## config.mk

```make
export PLATFORM = sky130hd
export DESIGN_NAME = lead_scan_sequencer
export DESIGN_NICKNAME = d
export VERILOG_FILES = /design/src/rtl/lead_scan_sequencer_pkg.sv /design/src/rtl/lead_scan_sequencer_dwell_timer.sv /design/src/rtl/lead_scan_sequencer.sv
export SDC_FILE = /design/constraint.sdc
export NUM_CORES = 1
export LEC_CHECK = 0
export ABC_AREA = 1
export BUFFER_PORTS_ARGS = -buffer_cell sky130_fd_sc_hd__buf_2
export CAP_MARGIN = 10
export CORE_UTILIZATION = 35
export CTS_BUF_LIST = sky130_fd_sc_hd__clkbuf_8
export DETAILED_ROUTE_END_ITERATION = 10
export PLACE_DENSITY = 0.53
export SETUP_SLACK_MARGIN = 0.15
export SLEW_MARGIN = 5
export SYNTH_ARGS = -nofsm -noshare
export SYNTH_HDL_FRONTEND = slang
export SYNTH_SLANG_ARGS = --single-unit
```

## constraint.sdc

```tcl
create_clock -name clk -period 4 [get_ports clk]
set_input_delay 0.6 -clock clk [delete_from_list [all_inputs] [get_ports clk]]
set_output_delay 0.6 -clock clk [all_outputs]
set_load 0.01 [all_outputs]
```

## src/rtl/lead_scan_sequencer_pkg.sv

```systemverilog
// Shared definitions for the lead scan sequencer.
// Contents: FSM state encoding, lead index constants, lead mask type and the
// next-unmasked-lead search used when stepping through a frame.
package lead_scan_sequencer_pkg;

  localparam int unsigned NUM_LEADS = 13;
  localparam int unsigned LEAD_W    = 4;

  // Lead index 0 opens every relay; 1..13 select a lead configuration.
  localparam logic [LEAD_W-1:0] LEAD_OFF = 4'd0;
  localparam logic [LEAD_W-1:0] MAX_LEAD = 4'd13;

  typedef enum logic [2:0] {
    ST_IDLE    = 3'd0,
    ST_BREAK   = 3'd1,
    ST_SETTLE  = 3'd2,
    ST_ACQUIRE = 3'd3,
    ST_NEXT    = 3'd4
  } scan_state_e;

  // Bit n set means lead n is skipped.
  typedef logic [NUM_LEADS:1] lead_mask_t;

  // Smallest unmasked lead in (cur, last]; LEAD_OFF when none remains.
  function automatic logic [LEAD_W-1:0] next_lead(
    input logic [LEAD_W-1:0] cur,
    input lead_mask_t        mask,
    input logic [LEAD_W-1:0] last
  );
    logic [LEAD_W-1:0] res;
    res = LEAD_OFF;
    for (int i = int'(NUM_LEADS); i >= 1; i--) begin
      if ((LEAD_W'(i) > cur) && (LEAD_W'(i) <= last) && !mask[i]) begin
        res = LEAD_W'(i);
      end
    end
    return res;
  endfunction

endpackage

```

## src/rtl/lead_scan_sequencer_dwell_timer.sv

```systemverilog
// Loadable down-counter with zero flag, shared by the BREAK and SETTLE dwells.
// Loading N yields N+1 cycles until zero_c is seen by the controller in its
// state, so the controller loads (dwell - 1). The counter holds at zero.
// Ports:
//   clk, rst    clock, asynchronous active-high reset
//   load        load load_value this cycle
//   load_value  new remaining count
//   zero_c      combinational: remaining count is zero
module lead_scan_sequencer_dwell_timer #(
  parameter int unsigned WIDTH = 12
) (
  input  logic             clk,
  input  logic             rst,
  input  logic             load,
  input  logic [WIDTH-1:0] load_value,
  output logic             zero_c
);

  logic [WIDTH-1:0] remaining;

  // Down-count, saturating at zero.
  always_ff @(posedge clk or posedge rst) begin
    if (rst) begin
      remaining <= '0;
    end else if (load) begin
      remaining <= load_value;
    end else if (remaining != '0) begin
      remaining <= remaining - WIDTH'(1);
    end
  end

  assign zero_c = (remaining == '0);

endmodule

```

## src/rtl/lead_scan_sequencer.sv

```systemverilog
// Lead scan sequencer: drives the relay decoder lead index and collects ADC
// samples for each lead of a frame.
// Each lead: BREAK (index 0, relays open) -> SETTLE (index = lead) ->
// ACQUIRE (req/ack per sample) -> NEXT (choose next lead or end frame).
// Optional feature macro: LEAD_MASK_EN adds lead_mask to skip leads.
// Ports:
//   clk, rst     clock, asynchronous active-high reset
//   start        pulse, begins a frame from IDLE
//   stop         pulse, aborts any scan back to IDLE
//   continuous   wrap to the first lead at frame end
//   sample_ack   ADC captured the requested sample
//   lead_mask    (LEAD_MASK_EN only) bit n skips lead n
//   count        lead index to relay decoder
//   settled      relays stable on current lead
//   sample_req   sample request, held until acknowledged
//   frame_done   one-cycle pulse at frame end
//   busy         not IDLE
module lead_scan_sequencer
  import lead_scan_sequencer_pkg::*;
#(
  parameter int unsigned LAST_LEAD        = 13,
  parameter int unsigned BREAK_CYCLES     = 64,
  parameter int unsigned SETTLE_CYCLES    = 4096,
  parameter int unsigned SAMPLES_PER_LEAD = 8
) (
  input  logic              clk,
  input  logic              rst,
  input  logic              start,
  input  logic              stop,
  input  logic              continuous,
  input  logic              sample_ack,
`ifdef LEAD_MASK_EN
  input  logic [13:1]       lead_mask,
`endif
  output logic [LEAD_W-1:0] count,
  output logic              settled,
  output logic              sample_req,
  output logic              frame_done,
  output logic              busy
);

  localparam int unsigned DWELL_MAX = (BREAK_CYCLES > SETTLE_CYCLES) ? BREAK_CYCLES : SETTLE_CYCLES;
  localparam int unsigned TIMER_W   = $clog2(DWELL_MAX + 1);
  localparam int unsigned SAMPLE_W  = $clog2(SAMPLES_PER_LEAD + 1);

  localparam logic [TIMER_W-1:0]  BREAK_LOAD  = TIMER_W'(BREAK_CYCLES - 1);
  localparam logic [TIMER_W-1:0]  SETTLE_LOAD = TIMER_W'(SETTLE_CYCLES - 1);
  localparam logic [SAMPLE_W-1:0] SAMPLE_LAST = SAMPLE_W'(SAMPLES_PER_LEAD - 1);
  localparam logic [LEAD_W-1:0]   LAST        = (LAST_LEAD > 13) ? MAX_LEAD : LEAD_W'(LAST_LEAD);

  scan_state_e         state, state_nxt;
  logic [LEAD_W-1:0]   lead, lead_nxt;
  logic [SAMPLE_W-1:0] sample_cnt, sample_cnt_nxt;
  logic                timer_load;
  logic [TIMER_W-1:0]  timer_value;
  logic                timer_zero;
  logic                frame_end_c;
  logic                handshake_c;
  lead_mask_t          mask_c;
  logic [LEAD_W-1:0]   first_lead_c;
  logic [LEAD_W-1:0]   step_lead_c;

  logic [LEAD_W-1:0]   count_nxt;
  logic                settled_nxt;
  logic                req_nxt;
  logic                done_nxt;
  logic                busy_nxt;

`ifdef LEAD_MASK_EN
  assign mask_c = lead_mask;
`else
  assign mask_c = '0;
`endif

  assign handshake_c  = sample_req & sample_ack;
  assign first_lead_c = next_lead(LEAD_OFF, mask_c, LAST);
  assign step_lead_c  = next_lead(lead, mask_c, LAST);

  lead_scan_sequencer_dwell_timer #(
    .WIDTH(TIMER_W)
  ) u_dwell_timer (
    .clk       (clk),
    .rst       (rst),
    .load      (timer_load),
    .load_value(timer_value),
    .zero_c    (timer_zero)
  );

  // State register with per-lead bookkeeping.
  always_ff @(posedge clk or posedge rst) begin
    if (rst) begin
      state      <= ST_IDLE;
      lead       <= LEAD_OFF;
      sample_cnt <= '0;
    end else begin
      state      <= state_nxt;
      lead       <= lead_nxt;
      sample_cnt <= sample_cnt_nxt;
    end
  end

  // Next-state logic, lead selection and dwell timer control.
  always_comb begin
    state_nxt      = state;
    lead_nxt       = lead;
    sample_cnt_nxt = sample_cnt;
    timer_load     = 1'b0;
    timer_value    = BREAK_LOAD;
    frame_end_c    = 1'b0;

    case (state)
      ST_IDLE: begin
        if (start && !stop) begin
          if (first_lead_c != LEAD_OFF) begin
            state_nxt  = ST_BREAK;
            lead_nxt   = first_lead_c;
            timer_load = 1'b1;
          end else begin
            // Every lead masked: pass through NEXT to end the frame.
            state_nxt = ST_NEXT;
            lead_nxt  = LEAD_OFF;
          end
        end
      end
      ST_BREAK: begin
        if (timer_zero) begin
          state_nxt   = ST_SETTLE;
          timer_load  = 1'b1;
          timer_value = SETTLE_LOAD;
        end
      end
      ST_SETTLE: begin
        if (timer_zero) begin
          state_nxt      = ST_ACQUIRE;
          sample_cnt_nxt = '0;
        end
      end
      ST_ACQUIRE: begin
        if (handshake_c) begin
          if (sample_cnt == SAMPLE_LAST) begin
            state_nxt = ST_NEXT;
          end else begin
            sample_cnt_nxt = sample_cnt + SAMPLE_W'(1);
          end
        end
      end
      ST_NEXT: begin
        if (step_lead_c != LEAD_OFF) begin
          state_nxt  = ST_BREAK;
          lead_nxt   = step_lead_c;
          timer_load = 1'b1;
        end else begin
          frame_end_c = 1'b1;
          if (continuous && (first_lead_c != LEAD_OFF)) begin
            state_nxt  = ST_BREAK;
            lead_nxt   = first_lead_c;
            timer_load = 1'b1;
          end else begin
            state_nxt = ST_IDLE;
            lead_nxt  = LEAD_OFF;
          end
        end
      end
      default: begin
        state_nxt = ST_IDLE;
        lead_nxt  = LEAD_OFF;
      end
    endcase

    // Abort overrides everything, including a pending ack or frame end.
    if (stop && (state != ST_IDLE)) begin
      state_nxt   = ST_IDLE;
      lead_nxt    = LEAD_OFF;
      timer_load  = 1'b0;
      frame_end_c = 1'b0;
    end
  end

  // Output decode from the upcoming state so every output is a flop.
  always_comb begin
    count_nxt   = LEAD_OFF;
    settled_nxt = 1'b0;
    req_nxt     = 1'b0;
    done_nxt    = frame_end_c;
    busy_nxt    = (state_nxt != ST_IDLE);

    case (state_nxt)
      ST_SETTLE: begin
        count_nxt = lead_nxt;
      end
      ST_ACQUIRE: begin
        count_nxt   = lead_nxt;
        settled_nxt = 1'b1;
        // Drop for one cycle after each accepted ack, otherwise request.
        req_nxt     = !handshake_c;
      end
      ST_NEXT: begin
        // Relays stay on the finished lead until BREAK opens them.
        count_nxt = count;
      end
      default: begin
        count_nxt = LEAD_OFF;
      end
    endcase
  end

  // Output registers.
  always_ff @(posedge clk or posedge rst) begin
    if (rst) begin
      count      <= LEAD_OFF;
      settled    <= 1'b0;
      sample_req <= 1'b0;
      frame_done <= 1'b0;
      busy       <= 1'b0;
    end else begin
      count      <= count_nxt;
      settled    <= settled_nxt;
      sample_req <= req_nxt;
      frame_done <= done_nxt;
      busy       <= busy_nxt;
    end
  end

endmodule
```

==> flow_metrics.tcl <==
set metrics [dict create \
    clock_skew_ns 0.00389 \
    routed_wl_mm 3.38 \
    fin_crit_ns 1.74 \
    clk_pin_slew_ns 0.07 \
    tightest_slew_ns 0.412 \
    crit_family "simple AND/OR/NAND/NOR gates" \
    dr.pass1.iters 4 \
    worst_path_largest_cell_delay_ns 0.38 \
    stdcell_count 306 \
    post_cts_buffers 0 \
    die_w_um 73.3 \
    drv_cap 0 \
    yosysSeqAreaShare_pct 45.0 \
    die_area_mm2 0.00537 \
    port_buffers 13 \
    wl_per_cell_um 11.1 \
    period_share_pct 43.4 \
    ctsResizeCount 0 \
    rr_worst_depth 9 \
    syn_avg_cell_area_um2 8.16 \
    place_ws_ns 2.25 \
    leakage_uw 0.00106 \
    die_h_um 73.3 \
    antenna_found_initial 0 \
    r2r_setup_slack_ns 2.26 \
    syn_inst 218 \
    place.gp.congestion 0.791 \
    ys_ff_latch 32 \
    syn-num-nets 226 \
    grt_pass1_vias 1367 \
    setup_tns_ns 0 \
    drc 0 \
    synth_edf_count 0 \
    whs_ns 0.392 \
    ys_types 28 \
    layout-drive-gt1-share_pct 20.9 \
    synthArstFlopShare_pct 100 \
    critical_path_required_ns 4.16 \
    critPathArrivalTime_ns 1.90 \
    clockBufferDepth 2 \
    cts.sinks 32 \
    cts_tree "done" \
    p_total_uw 1020 \
    grt_setup_unrepaired "false" \
    setup_viol 0 \
    n_antenna_cell 0 \
    max_clock_freq_mhz 576 \
    cts_htree_levels 2 \
    crit_type "reg2reg" \
    overflow 0 \
    synth_warnings 0 \
    rows 25 \
    viasPerCell 4.55 \
    r2r_start "u_dwell_timer.remaining[0]" \
    endpoint_kind "register" \
    hold_viol_final 0 \
    design.core.area_mm2 0.00482 \
    timing.rr.end "busy" \
    final_max_slew_viol_count 0 \
    nets 246 \
    critPathBufInv 1 \
    path_max_fanout 6 \
    cp-start-kind "register" \
    grt.total_usage_pct 14.9 \
    p_per_area_mw_per_mm2 501 \
    worst_slack_ns 2.26 \
    hp-class "in2async" \
    clk_latency_ns 0.28 \
    crit_chain "inv_1 -> ha_1 -> nand2_4 -> nor2_8 -> nand2_1 -> nand2_1 -> nand2_1 -> o21ai_1 -> nand3_1" \
    dp_hpwl_mm 2.51 \
    status "finished clean" \
    io_pins 14 \
    ir_worst_vdd_mv 0.222 \
    cp_slowest_cell "dfrtp_1" \
    synth_flop_cell "dfrtp_1" \
    slew-limit-headroom_pct 72.5 \
    start_util_pct 36.9 \
    cts_buffers 5 \
    synth_area_mm2 0.00178 \
    cts_hold_buf 0 \
    vias 1391 \
    ant_nets 0 \
    place_inst 298 \
    area.growth.synth_to_final_pct 14.2 \
    drt_iter0_drc 47 \
    clock-root-buffer "clkbuf_8" \
    grt_pass1_wl_mm 6.08 \
    cpMostUsedCell "nand2_1" \
    grt_max_degree 33 \
]
kinds of logic (layout without fill, tap and decap cells):
| logic type | count (synthesis) | count (layout) | share of synthesized area (%) |
|---|---|---|---|
| DFF | 32 | 32 | 45.0 |
| xor gates and xnor gates | 7 | 7 | 3.45 |
| AOI/OAI and AO/OA | 32 | 32 | 11.5 |
| buffers and inverters | 31 | 52 | 7.17 |
| and+or+nand+nor | 114 | 114 | 31.5 |
| adders and majority gates | 2 | 2 | 1.41 |
power breakdown:
part / leakage, uW / total, uW / internal (uW) / switching, uW
registers: 0.000408 / 433 / 384 / 48.3
logic: 0.000598 / 276 / 104 / 173
clock network: 0.0000541 / 309 / 184 / 125
total: 0.00106 / 1020 / 672 / 346
layer usage:
layer  GRT usage, %  up-vias  share of wire, %
li1               -      732                 -
met1           19.7      635                50
met2           23.4       18                45
met3           4.12        6               3.1
met4           5.77        0               1.7
met5              0        -                 0
final cells by class:
cell class,instances,area (um2)
clock buffer,5,68.8
inverter,30,113
timing repair buffer,14,72.6
tap,67,83.8
fill,516,2790
clock inverter,3,42.5
sequential,32,801
multi-input combinational,155,851
worst reg2reg max path, stage by stage (launching register included):
cell and delay [ns]:
dfrtp_1 0.38, inv_1 0.11, ha_1 0.24, nand2_4 0.11, nor2_8 0.16, nand2_1 0.19
nand2_1 0.11, nand2_1 0.06, o21ai_1 0.17, nand3_1 0.09
cell usage after synthesis (2+ instances only):
master	n	area, um2
a21oi_1	11	55.1
a21oi_2	2	17.5
a21oi_4	3	48.8
dfrtp_1	32	801
ha_1	2	25.0
inv_1	25	93.8
inv_2	5	18.8
nand2_1	49	184
nand2_2	7	43.8
nand2_4	3	33.8
nand3_1	12	60.1
nand3b_1	3	22.5
nor2_1	26	97.6
nor2_2	4	25.0
nor3_1	3	15.0
o21ai_0	14	70.1
xnor2_1	3	26.3
xor2_1	4	35.0
state kept, by name, indices dropped and copies added (netlist names):
signal	flops
u_dwell_timer.remaining	13
count	4
lead	4
sample_cnt	4
state	3
busy	1
frame_done	1
sample_req	1
settled	1
through the flow:
step	util (%)	area (um2)
final	42.2	2030
after global routing	42.2	2030
after CTS	42.2	2030
after detailed placement	39.9	1920
after global placement	39.9	1920
after floorplan	-	1780
how the worst max path moves through the flow:
stage,startpoint,endpoint,slack (ns),depth (start not counted)
final,u_dwell_timer.remaining[0],busy,2.26,9
after global routing,u_dwell_timer.remaining[0],busy,2.06,9
after CTS,u_dwell_timer.remaining[0],busy,2.23,9
after detailed placement,u_dwell_timer.remaining[0],busy,2.25,9
after global placement,u_dwell_timer.remaining[0],busy,2.24,9
after floorplan,u_dwell_timer.remaining[0],busy,2.44,9
cells in the final DEF (no fill, tap or decap), drive strengths merged:
cell type	synthesis	layout
o21ai	15	15
nor3	4	4
ha	2	2
clkinvlp	0	1
dfrtp	32	32
clkbuf	0	5
nand4	1	1
bufinv	0	1
nor2	32	32
nor4	1	1
xnor2	3	3
nor3b	1	1
nand3	13	13
clkinv	0	1
a21oi	16	16
nand3b	3	3
buf	1	14
nand2	59	59
inv	30	30
o211ai	1	1
xor2	4	4
(Power assumes the default switching activity.)
